===== config.mk =====
export PLATFORM = sky130hd
export DESIGN_NAME = mul_div
export DESIGN_NICKNAME = d
export VERILOG_FILES = /design/src/rtl/mul_div.sv
export SDC_FILE = /design/constraint.sdc
export NUM_CORES = 1
export LEC_CHECK = 0
export BUFFER_PORTS_ARGS = -buffer_cell sky130_fd_sc_hd__buf_2
export CAP_MARGIN = 20
export CORE_MARGIN = 2
export CORE_UTILIZATION = 50
export DETAILED_ROUTE_END_ITERATION = 6
export GPL_TIMING_DRIVEN = 0
export PLACE_DENSITY = 0.69
export SETUP_SLACK_MARGIN = 0.5
export SLEW_MARGIN = 20
export SYNTH_ARGS = -nofsm -noshare
export SYNTH_HDL_FRONTEND = slang
export SYNTH_SLANG_ARGS = --single-unit

===== constraint.sdc =====
create_clock -name clk -period 9.6 [get_ports clk]
set_input_delay 1.92 -clock clk [delete_from_list [all_inputs] [get_ports clk]]
set_output_delay 1.92 -clock clk [all_outputs]
set_load 0.01 [all_outputs]

===== src/rtl/mul_div.sv =====
`default_nettype none
// ============================================================================
// Module      : mul_div
// Description : Iterative RV32M multiply/divide unit. Shift-add multiply and
//               restoring divide on operand magnitudes, 32 iterations, then a
//               sign-fix cycle and a one-cycle result pulse. Divide-by-zero
//               and signed overflow bypass the iterations entirely.
// Revision    : 1.0 - initial release
// ============================================================================
module mul_div #(
    parameter int unsigned XLEN = 32
) (
    input  logic            clk,
    input  logic            rst,
    input  logic            flush,
    input  logic            valid_in,
    output logic            ready,
    input  logic [XLEN-1:0] instr,
    input  logic [XLEN-1:0] a_in,
    input  logic [XLEN-1:0] b_in,
    output logic            valid_out,
    output logic [XLEN-1:0] c_out,
    output logic            rd_wr
);

    localparam int unsigned CNT_W = 5;
    localparam logic [CNT_W-1:0] C_LAST_ITER = CNT_W'(XLEN - 1);
    localparam logic [6:0] C_OPC_OP     = 7'b0110011;
    localparam logic [6:0] C_FUNCT7_MD  = 7'b0000001;
    localparam logic [2:0] C_F3_MUL     = 3'b000;
    localparam logic [2:0] C_F3_MULH    = 3'b001;
    localparam logic [2:0] C_F3_MULHSU  = 3'b010;
    localparam logic [XLEN-1:0] C_ALL_ONES = {XLEN{1'b1}};
    localparam logic [XLEN-1:0] C_MIN_NEG  = {1'b1, {(XLEN-1){1'b0}}};

    typedef enum logic [1:0] {
        S_IDLE = 2'd0,
        S_CALC = 2'd1,
        S_FIX  = 2'd2,
        S_DONE = 2'd3
    } state_t;

    // ------------------------------------------------------------------
    // State and datapath registers
    // ------------------------------------------------------------------
    state_t              state_q, state_d;
    logic [CNT_W-1:0]    cnt_q, cnt_d;
    logic [2:0]          op_q, op_d;        // captured funct3
    logic                a_neg_q, a_neg_d;  // rs1 treated signed and negative
    logic                b_neg_q, b_neg_d;  // rs2 treated signed and negative
    logic [XLEN-1:0]     opb_q, opb_d;      // multiplicand / divisor magnitude
    logic [2*XLEN-1:0]   acc_q, acc_d;      // mul: {hi, multiplier}; div: {rem, quot}
    logic [XLEN-1:0]     c_out_q, c_out_d;

    // ------------------------------------------------------------------
    // Request-side decode signals
    // ------------------------------------------------------------------
    logic [2:0]      w_in_f3;
    logic            w_in_is_m;
    logic            w_in_div;
    logic            w_in_a_signed;
    logic            w_in_b_signed;
    logic            w_in_a_neg;
    logic            w_in_b_neg;
    logic [XLEN-1:0] w_in_a_mag;
    logic [XLEN-1:0] w_in_b_mag;
    logic            w_in_div_zero;
    logic            w_in_overflow;
    logic [XLEN-1:0] w_in_special_res;
    logic            w_accept;

    // Only opcode, funct3 and funct7 matter; register indices are the
    // register file's business.
    logic unused_instr_bits;
    assign unused_instr_bits = &{1'b0, instr[24:15], instr[11:7]};

    // Decode the incoming request and prepare operand magnitudes/special results
    always_comb begin
        w_in_f3          = instr[14:12];
        w_in_is_m        = (instr[6:0] == C_OPC_OP) && (instr[31:25] == C_FUNCT7_MD);
        w_in_div         = w_in_f3[2];
        w_in_a_signed    = 1'b0;
        w_in_b_signed    = 1'b0;
        if (w_in_div) begin
            // DIV/REM are signed (funct3[0]=0), DIVU/REMU unsigned
            w_in_a_signed = ~w_in_f3[0];
            w_in_b_signed = ~w_in_f3[0];
        end else begin
            w_in_a_signed = (w_in_f3 == C_F3_MULH) || (w_in_f3 == C_F3_MULHSU);
            w_in_b_signed = (w_in_f3 == C_F3_MULH);
        end
        w_in_a_neg       = w_in_a_signed & a_in[XLEN-1];
        w_in_b_neg       = w_in_b_signed & b_in[XLEN-1];
        w_in_a_mag       = w_in_a_neg ? (~a_in + 1'b1) : a_in;
        w_in_b_mag       = w_in_b_neg ? (~b_in + 1'b1) : b_in;
        w_in_div_zero    = w_in_div && (b_in == '0);
        w_in_overflow    = w_in_div && !w_in_f3[0] &&
                           (a_in == C_MIN_NEG) && (b_in == C_ALL_ONES);
        w_in_special_res = '0;
        if (w_in_f3[1]) begin
            // REM/REMU: dividend on divide-by-zero, zero on overflow
            w_in_special_res = w_in_div_zero ? a_in : '0;
        end else begin
            // DIV/DIVU: all-ones on divide-by-zero, most-negative on overflow
            w_in_special_res = w_in_div_zero ? C_ALL_ONES : C_MIN_NEG;
        end
        w_accept = valid_in && (state_q == S_IDLE) && w_in_is_m && !flush;
    end

    // ------------------------------------------------------------------
    // Iteration step datapath
    // ------------------------------------------------------------------
    logic [XLEN:0]     w_mul_sum;
    logic [2*XLEN-1:0] w_mul_next;
    logic [XLEN:0]     w_div_part;
    logic [XLEN:0]     w_div_diff;
    logic [2*XLEN-1:0] w_div_next;

    // One shift-add multiply step and one restoring divide step
    always_comb begin
        // Multiply: add multiplicand to the high half when the multiplier LSB
        // is set, then shift the whole accumulator right by one.
        w_mul_sum  = {1'b0, acc_q[2*XLEN-1:XLEN]} + (acc_q[0] ? {1'b0, opb_q} : '0);
        w_mul_next = {w_mul_sum, acc_q[XLEN-1:1]};
        // Divide: shift the next dividend bit into the partial remainder, try
        // to subtract the divisor and keep the difference if non-negative.
        w_div_part = {acc_q[2*XLEN-1:XLEN], acc_q[XLEN-1]};
        w_div_diff = w_div_part - {1'b0, opb_q};
        if (w_div_diff[XLEN]) begin
            w_div_next = {w_div_part[XLEN-1:0], acc_q[XLEN-2:0], 1'b0};
        end else begin
            w_div_next = {w_div_diff[XLEN-1:0], acc_q[XLEN-2:0], 1'b1};
        end
    end

    // ------------------------------------------------------------------
    // Sign correction and result selection
    // ------------------------------------------------------------------
    logic [2*XLEN-1:0] w_prod_fix;
    logic [XLEN-1:0]   w_quot_fix;
    logic [XLEN-1:0]   w_rem_fix;
    logic [XLEN-1:0]   w_result;

    // Apply operand signs to the magnitude results and pick the output word
    always_comb begin
        w_prod_fix = (a_neg_q ^ b_neg_q) ? (~acc_q + 1'b1) : acc_q;
        w_quot_fix = (a_neg_q ^ b_neg_q) ? (~acc_q[XLEN-1:0] + 1'b1)
                                         : acc_q[XLEN-1:0];
        // Remainder follows the sign of the dividend
        w_rem_fix  = a_neg_q ? (~acc_q[2*XLEN-1:XLEN] + 1'b1)
                             : acc_q[2*XLEN-1:XLEN];
        w_result   = '0;
        if (op_q[2]) begin
            w_result = op_q[1] ? w_rem_fix : w_quot_fix;
        end else if (op_q == C_F3_MUL) begin
            w_result = w_prod_fix[XLEN-1:0];
        end else begin
            w_result = w_prod_fix[2*XLEN-1:XLEN];
        end
    end

    // ------------------------------------------------------------------
    // Next-state and register-load logic
    // ------------------------------------------------------------------
    // FSM sequencing plus datapath loads; flush overrides everything
    always_comb begin
        state_d = state_q;
        cnt_d   = cnt_q;
        op_d    = op_q;
        a_neg_d = a_neg_q;
        b_neg_d = b_neg_q;
        opb_d   = opb_q;
        acc_d   = acc_q;
        c_out_d = c_out_q;

        unique case (state_q)
            S_IDLE: begin
                if (w_accept) begin
                    op_d    = w_in_f3;
                    a_neg_d = w_in_a_neg;
                    b_neg_d = w_in_b_neg;
                    opb_d   = w_in_b_mag;
                    acc_d   = {{XLEN{1'b0}}, w_in_a_mag};
                    cnt_d   = '0;
                    if (w_in_div_zero || w_in_overflow) begin
                        c_out_d = w_in_special_res;
                        state_d = S_DONE;
                    end else begin
                        state_d = S_CALC;
                    end
                end
            end
            S_CALC: begin
                acc_d = op_q[2] ? w_div_next : w_mul_next;
                cnt_d = cnt_q + 1'b1;
                if (cnt_q == C_LAST_ITER) begin
                    state_d = S_FIX;
                end
            end
            S_FIX: begin
                c_out_d = w_result;
                state_d = S_DONE;
            end
            S_DONE: begin
                state_d = S_IDLE;
            end
            default: begin
                state_d = S_IDLE;
            end
        endcase

        if (flush) begin
            state_d = S_IDLE;
            cnt_d   = '0;
        end
    end

    // Register update with synchronous reset
    always_ff @(posedge clk) begin
        if (rst) begin
            state_q <= S_IDLE;
            cnt_q   <= '0;
            op_q    <= '0;
            a_neg_q <= 1'b0;
            b_neg_q <= 1'b0;
            opb_q   <= '0;
            acc_q   <= '0;
            c_out_q <= '0;
        end else begin
            state_q <= state_d;
            cnt_q   <= cnt_d;
            op_q    <= op_d;
            a_neg_q <= a_neg_d;
            b_neg_q <= b_neg_d;
            opb_q   <= opb_d;
            acc_q   <= acc_d;
            c_out_q <= c_out_d;
        end
    end

    assign ready     = (state_q == S_IDLE);
    assign valid_out = (state_q == S_DONE);
    assign rd_wr     = valid_out;
    assign c_out     = c_out_q;

endmodule
`default_nettype wire

Yosys cells after proc, flatten, opt, wreduce, memory -nomap -nowiden
Index checks and enable logic that the tools add are counted.
{"block": "word_totals", "input_bits": 100, "output_inout_bits": 35, "wordCells": 87, "reg_bits": 140}
{"block": "op_classes", "n_bitwise": 9, "eq_ne": 13, "n_addsub": 8, "reduce_logical": 22, "mux": 27}
{"op": "$mux 32", "count": 12}
{"op": "$mux 64", "count": 4}
{"op": "$add 32x1->32 const B", "count": 4}
{"op": "$not 32->32", "count": 4}
{"op": "$pmux 64 s2", "count": 1}
{"op": "$add 64x1->64 const B", "count": 1}
{"op": "$eq 32x32->1 const B", "count": 2}
{"op": "$not 64->64", "count": 1}
{"op": "$pmux 32 s2", "count": 1}
{"op": "$add 32x32->33", "count": 1}
{"op": "$sub 33x32->33", "count": 1}
{"op": "$logic_not 32->1", "count": 1}
{"op": "$mux 31", "count": 1}
{"op": "$pmux 5 s2", "count": 1}
{"op": "$logic_and 1x1->1", "count": 8}
{"op": "$pmux 2 s4", "count": 1}
{"op": "$eq 7x1->1 const B", "count": 1}
{"op": "$eq 7x6->1 const B", "count": 1}
{"op": "$mux 2", "count": 3}
{"op": "$reduce_and 2->1", "count": 3}
{"op": "$add 5x1->5 const B", "count": 1}
{"op": "$eq 5x5->1 const B", "count": 1}
{"op": "$mux 5", "count": 1}
{"op": "$eq 2x2->1 const B", "count": 2}
{"op": "16 further kinds", "count": 22}

Depth between registers and ports, before layout
Gate-level depths: netlist of the first run.
{"block": "logic_depth", "depth_word": 8, "depth_mapped": 14, "ltp_nobuf": 13}

Least setup slack after synthesis of the first run
No wires, ideal clock.
{"block": "synth_path", "path_kind": "input to register", "startpoint": "in a_in[5]", "endpoint": "reg c_out_q[25] (netlist: c_out[25])", "n_path_buf": 1, "t_arrival_ns": 4.387, "required_ns": 9.472, "setup_ns": 0.128, "path_slack_ns": 5.085, "path_stages": 9, "cell_sequence": "or4_1 > nor4_2 > or3b_1 > nor3_2 > a31o_2 > a21oi_1 > clkbuf_1 > nor4_1 > nor3_1"}
{"block": "synth_between", "elab_chain_cells": 6}
{"element": "start, declared", "line": "19", "text": "input logic [XLEN-1:0] a_in,"}
{"element": "$eq 32x32->1", "line": "98", "text": "(a_in == C_MIN_NEG) && (b_in == C_ALL_ONES);"}
{"element": "$logic_and 1x1->1", "line": "97", "text": "w_in_overflow = w_in_div && !w_in_f3[0] &&"}
{"element": "$logic_and 1x1->1", "line": "98"}
{"element": "$logic_or 1x1->1", "line": "185", "text": "if (w_in_div_zero || w_in_overflow) begin"}
{"element": "$ne 2x1->1 (no source line)"}
{"element": "$reduce_and 3->1 (no source line)"}
{"element": "end signal, assigned", "line": "237", "text": "c_out_q <= c_out_d;"}
{"element": "end, declared", "line": "53", "text": "logic [XLEN-1:0] c_out_q, c_out_d;"}
No other way between the ends.
A chain may end at the register's enable or synchronous reset.

Final worst setup path of the first run
{"block": "layout_path", "startpoint": "in a_in[3]", "endpoint": "reg c_out_q[25] (netlist: c_out[25])"}
Same word-level chain as after synthesis.

==> run_results.csv, run 1 <==
group,metric,value,unit
cells_and_area,final_area,16200,µm²
setup_path,cpMaxStageDelayCell,"nor4_1",
timing,worst_slew_pin_slew,1320,ps
clock_network,cts_setup_buffers,0,
power,clkPwrFrac,51.6,%
setup_path,path_class,"input port to flip-flop",
power,intPower,1.06,mW
global_route,grt_pass1_wl,89700,µm
drt,avgRoutedWirePerCell,23.0,µm
drt,via_count,16500,
timing,relSlewSlack,10.9,%
drt,final_antenna_net_count,0,
setup_path,crit_chain,"buf_2 > or4_1 > nor4_2 > or3b_1 > nor3_2 > a31o_2 > a21oi_1 > clkbuf_1 > nor4_1 > nor3_1",
clock_network,clock_latency,460,ps
worst_hold_path,hold_path.class,"flip-flop to flip-flop",
cells_and_area,layout_common_cells,"nor2_1, nand2_1, a21oi_1",
cells_and_area,num-nets-final,2357,
timing,fin_crit,6450,ps
clock_network,htreeDepth,4,
setup_path,arrival,6740,ps
global_route,grt_pass1_vias,15400,
cells_and_area,area_growth_syn_to_layout,11.8,%
clock_network,clkTransAtPathRegs,70,ps
timing,finalHoldViolations,0,
clock_network,cts.sinks,140,
cells_and_area,multiInputGateArea,10800,µm²
floorplanning,core,28500,µm²
setup_path,cp-end-kind,"flip-flop",
global_route,overflow,0,
power,switching_share,25.7,%
floorplanning,die_w,174,µm
logic_synthesis,synth_enable_flop_cells,0,
logic_synthesis,syn_inst,2044,
setup_path,worstPathRequired,9900,ps
timing,tns,0,ps
timing,setup_violations,0,
drt,drtIter0Drc,1712,
power,leakage,6.37,nW
timing,worst_hold_slack,473,ps
clock_network,clock-root-buffer,"clkbuf_16",
flow_run,cap_viol_max_count,0,
timing,slew_violations,0,
cells_and_area,seq_area,2800,µm²
setup_path,start_kind,"input port",
power,power_density,88.6,nW/µm²
clock_network,cts_resized,0,
power,pwr-share-comb,7.9,%
power,power,1.43,mW
clock_network,tritoncts,"done",
global_route,track_usage,38.5,%
logic_synthesis,yosysWarnings,0,
setup_path,worst-path-buf-inv,2,
clock_network,hold_buffers,0,
floorplanning,rows,62,
logic_synthesis,yosys.area.top_type,"dfxtp_1",
drt,routed_via_density,6.40,
logic_synthesis,synth_top_area_share,19.4,%
timing,fin_skew,11.1,ps
logic_synthesis,synthFlopType,"dfxtp_1",
floorplanning,ioPinCount,135,
setup_path,worstPathMaxFanout,10,
power,switching_power,368,µW
cells_and_area,final_layout_size_suffix_gt1_share,8.94,%
run_status,status,"finished clean",
placement,gp_congestion,1.05,
cells_and_area,final_common_cell,"nor2_1",
logic_synthesis,ys_ff_latch,140,
clock_network,cts-buffers-inserted,17,
placement,dpl.hpwl,47200,µm
logic_synthesis,ys_types,78,
setup_path,path_delay_family,"simple AND/OR/NAND/NOR gates",
clock_network,clock_path_buffers,2,
logic_synthesis,syn_area,14400,µm²
floorplanning,dieArea,30300,µm²
global_route,grt_max_degree,17,
drt,drc,0,
timing,fmax,0.155,GHz
power,power_frac_seq,40.6,%
global_route,antenna_found_initial,3,
cells_and_area,n_fill_cell,2886,
logic_synthesis,syn_nets,2221,
logic_synthesis,yosysSeqAreaShare,19.4,%
floorplanning,die_h,174,µm
timing,finalCritPeriodShare,67.2,%
drt,first_pass_iters,6,
logic_synthesis,synthTopCellsByArea,"dfxtp_1, xnor2_1, ha_1",
timing,rsz0062_at_grt,"no",
logic_synthesis,async_flop_share,0,%
logic_synthesis,synth.avg_cell_area,7.07,µm²
placement,place_area,15500,µm²
drt,totalWireLength,59400,µm
placement,io_buffers,117,
floorplanning,floorplan.initialDensity,50.6,%
setup_path,cpPeakStageDelay,1100,ps
power,vdd_ir_drop_max,0.130,mV
[area by class of cell]
type	count	area share (%)
multi-input cells	1690	66.8
plain buffers	142	3.66
clock inverters	12	1.14
inverters	72	1.67
well taps	384	2.97
repair buffers	117	3.62
clock buffers	20	2.77
diodes	1	0.0155
flip-flops and latches	140	17.3
[routing by layer]
metal	up-vias	part of all wire [%]	GRT usage, %
li1	7694	-	-
met2	914	40	55.6
met1	7747	43	52.6
met4	4	3.5	14.1
met5	-	0.040	0
met3	146	13	13.5
[synth_stat cells, types with 22 or more instances]
cell type    n
nor2_1     223
nor4_1      27
dfxtp_1    140
mux2i_1     56
a21oi_1    162
ha_1        75
a21o_1      38
inv_1       70
nor3_1      56
xnor2_1    109
nand2b_1    22
o21ai_0    155
nand3_1     36
a211oi_1    58
clkbuf_1   119
nand2_1    214
a31oi_1     31
xor2_1      89
o211ai_1    50
o31ai_1     23
[per-stage QoR]
step | util, % | std cells | setup slack [ps]
2_1_floorplan | - | 2044 | 5080
3_3_place_gp | 54.3 | 2545 | 3140
3_5_place_dp | 54.3 | 2545 | 3140
4_1_cts | 56.6 | 2577 | 3620
5_1_grt | 56.6 | 2577 | 3180
6_report | 56.6 | 2578 | 3150
[logic make-up after synthesis]
logic type               Yosys count  share of synthesized area (%)
AO/OA/AOI/OAI                    655                           29.1
buffers and inverters            214                           5.96
AND/OR/NAND/NOR                  698                           22.4
multiplexers                      62                           4.35
flip-flops                       140                           19.4
adder cells (fa/ha/maj)           77                           6.77
XOR/XNOR                         198                           12.0
[power by group through the flow]
stage | clock [mW] | sequential, mW | combinational, mW
after CTS | 0.740 | 0.581 | 0.110
after detailed placement | 0 | 0.594 | 0.109
after global routing | 0.764 | 0.580 | 0.120
after global placement | 0 | 0.594 | 0.108
after floorplan | 0 | 0.594 | 0.0550
final | 0.739 | 0.581 | 0.113
[path summary, 6_finish.rpt]
kind                            slack, ps  cells after the start   endpoint       from
worst min-delay path                  470                      2  c_out[29]  c_out[29]
worst max register to register       4790                     11  c_out[26]   acc_q[0]
worst max-delay path                 3150                     10  c_out[25]    a_in[3]
worst min register to register        470                      2  c_out[29]  c_out[29]
[worst reg2reg max path: cells and delay by family (launching register included)]
family	cells	cell delay, ps
AOI/OAI and AO/OA	3	730
xor gates and xnor gates	1	180
adders and majority gates	1	360
buffers and inverters	2	790
DFF	1	450
and+or+nand+nor	4	2240
[registers in the layout (all words and copies together), names as in the netlist]
signal,flops
a_neg_q,1
acc_q,64
b_neg_q,1
c_out,32
cnt_q,5
op_q,3
opb_q,32
state_q,2
No activity file was read; power rests on OpenSTA's default activity.
==> inputs of run 2 (changes only) <==
Settings changed: PLACE_DENSITY 0.69 to 0.72.
Clock period 9.6 ns to 5.3 ns, I/O delays scaled along.
==> run_results.csv, run 2 (synthesized netlist as in run 1, its figures left out) <==
group,metric,value,unit
clock_network,cts-buffers-inserted,17,
power,power_density,154,nW/µm²
setup_path,cpMaxStageDelayCell,"clkbuf_1",
timing,setup_ws,518,ps
setup_path,cp-end-kind,"flip-flop",
global_route,grt_pass1_wl,91400,µm
cells_and_area,final_layout_size_suffix_gt1_share,9.07,%
drt,drtIter0Drc,1965,
drt,avgRoutedWirePerCell,23.8,µm
worst_hold_path,hold_path_startpoint,"opb_q[31]",
timing,fin_crit,4780,ps
worst_hold_path,min_delay_path_depth,2,
cells_and_area,final_cells,2577,
cells_and_area,top_register,"acc_q",
timing,finalHoldViolations,0,
clock_network,clock-root-buffer,"clkbuf_16",
cells_and_area,antennaDiodeCount,0,
drt,first_pass_iters,6,
timing,fin_skew,14.4,ps
clock_network,tritoncts,"done",
timing,finalCritPeriodShare,90.2,%
global_route,track_usage,39.5,%
worst_hold_path,hold_path.class,"flip-flop to flip-flop",
global_route,overflow,0,
cells_and_area,num-nets-final,2358,
cells_and_area,layout_common_cells,"nor2_1, nand2_1, a21oi_1",
placement,dp_cells,2545,
cells_and_area,seq_area,2800,µm²
setup_path,worstRegToRegCells,11,
timing,setup_violations,0,
setup_path,arrival,5170,ps
cells_and_area,area_growth_syn_to_layout,11.6,%
setup_path,r2r_start,"acc_q[0]",
drt,drc,0,
timing,slew_violations,0,
global_route,grt_max_degree,17,
floorplanning,floorplan.initialDensity,50.6,%
setup_path,start_kind,"input port",
setup_path,crit_chain,"buf_2 > or4_1 > nor4_4 > or3b_1 > nor3_4 > a31o_2 > a21o_1 > clkbuf_1 > o21ai_0 > a21oi_1",
floorplanning,die_w,174,µm
placement,gp_congestion,1.03,
cells_and_area,multiInputGateArea,10800,µm²
run_status,status,"finished clean",
drt,totalWireLength,61300,µm
drt,wl_met2,25000,µm
cells_and_area,n_fill_cell,2922,
clock_network,clkTransAtPathRegs,70,ps
flow_run,cap_viol_max_count,0,
power,vdd_ir_drop_max,0.273,mV
clock_network,hold_buffers,0,
setup_path,path_class,"input port to flip-flop",
floorplanning,core,28500,µm²
clock_network,clock_latency,460,ps
floorplanning,die_h,174,µm
setup_path,worstPathMaxFanout,10,
placement,io_buffers,117,
setup_path,crit_path_start,"a_in[3]",
timing,rsz0062_at_grt,"no",
worst_hold_path,holdPathEnd,"opb_q[31]",
setup_path,path_delay_family,"simple AND/OR/NAND/NOR gates",
placement,dpl.hpwl,48400,µm
clock_network,cts.sinks,140,
power,power,2.49,mW
drt,routed_via_density,6.48,
timing,tns,0,ps
timing,fmax,0.209,GHz
cells_and_area,final_common_cell,"nor2_1",
global_route,grt_pass1_vias,15400,
timing,worst_hold_slack,474,ps
global_route,antenna_found_initial,1,
setup_path,r2r_slack,520,ps
timing,relSlewSlack,20.4,%
clock_network,htreeDepth,4,
setup_path,worst-path-buf-inv,2,
floorplanning,dieArea,30300,µm²
drt,dr_wl_met3,7140,µm
drt,final_antenna_net_count,0,
setup_path,cpPeakStageDelay,610,ps
timing,worst_slew_pin_slew,1190,ps
setup_path,reg2reg_to,"c_out[26]",
floorplanning,ioPinCount,135,
placement,place_ws,-325,ps
clock_network,clock_path_buffers,2,
floorplanning,rows,62,
power,leakage,6.36,nW
drt,wl_met1,27300,µm
drt,via_count,16700,
setup_path,worstPathRequired,5690,ps
drt,highest_layer,"met5",
cells_and_area,largest_reg_flops,64,
## run 2: worst register-to-register path, cell delays in order, from the launching register on
cell	delay, ps
dfxtp_1	430
inv_1	220
clkbuf_1	570
ha_1	360
nand2b_1	130
nor3_1	840
nand4_1	450
nor4_1	770
a31oi_1	220
xnor2_1	200
a221o_1	380
a31oi_1	150
## run 2: worst max path at each step
stage               slack [ps]  cells past startpoint   endpoint
detailed placement        -320                     10  c_out[25]
global placement          -300                     10  c_out[25]
global route               520                     11  c_out[29]
CTS                        610                     10  c_out[25]
finish                     520                     10  c_out[29]
floorplan                 1640                      9  c_out[25]
## run 2: per-stage QoR
step	util (%)	instance area, µm²
global placement	54.3	15500
finish	56.5	16100
detailed placement	54.3	15500
global route	56.5	16100
floorplan	-	14400
CTS	56.4	16100
## run 2: power breakdown
| part | total (mW) | internal (mW) | switching [mW] |
|---|---|---|---|
| clock network | 1.23 | 0.692 | 0.535 |
| registers | 1.05 | 1.05 | 0.0000122 |
| logic | 0.207 | 0.0709 | 0.136 |
| total | 2.49 | 1.81 | 0.672 |
## run 2: area by class of cell
class                   count  area share [%]
plain buffers             142            3.66
multi-input cells        1690            67.1
well taps                 384            2.98
clock inverters            13           0.876
clock buffers              18            2.66
repair buffers            118            3.66
flip-flops and latches    140            17.4
inverters                  72            1.68
## run 2: layer usage
| layer | track usage [%] | vias to the layer above |
|---|---|---|
| li1 | - | 7708 |
| met1 | 56.7 | 7886 |
| met2 | 57.8 | 969 |
| met3 | 9.51 | 131 |
| met4 | 13.0 | 2 |
| met5 | 0 | - |
## run 2: timing repair
item	CTS	global route
setup endpoints to repair	3	4
buffers inserted	0	0
resized for setup	2	4
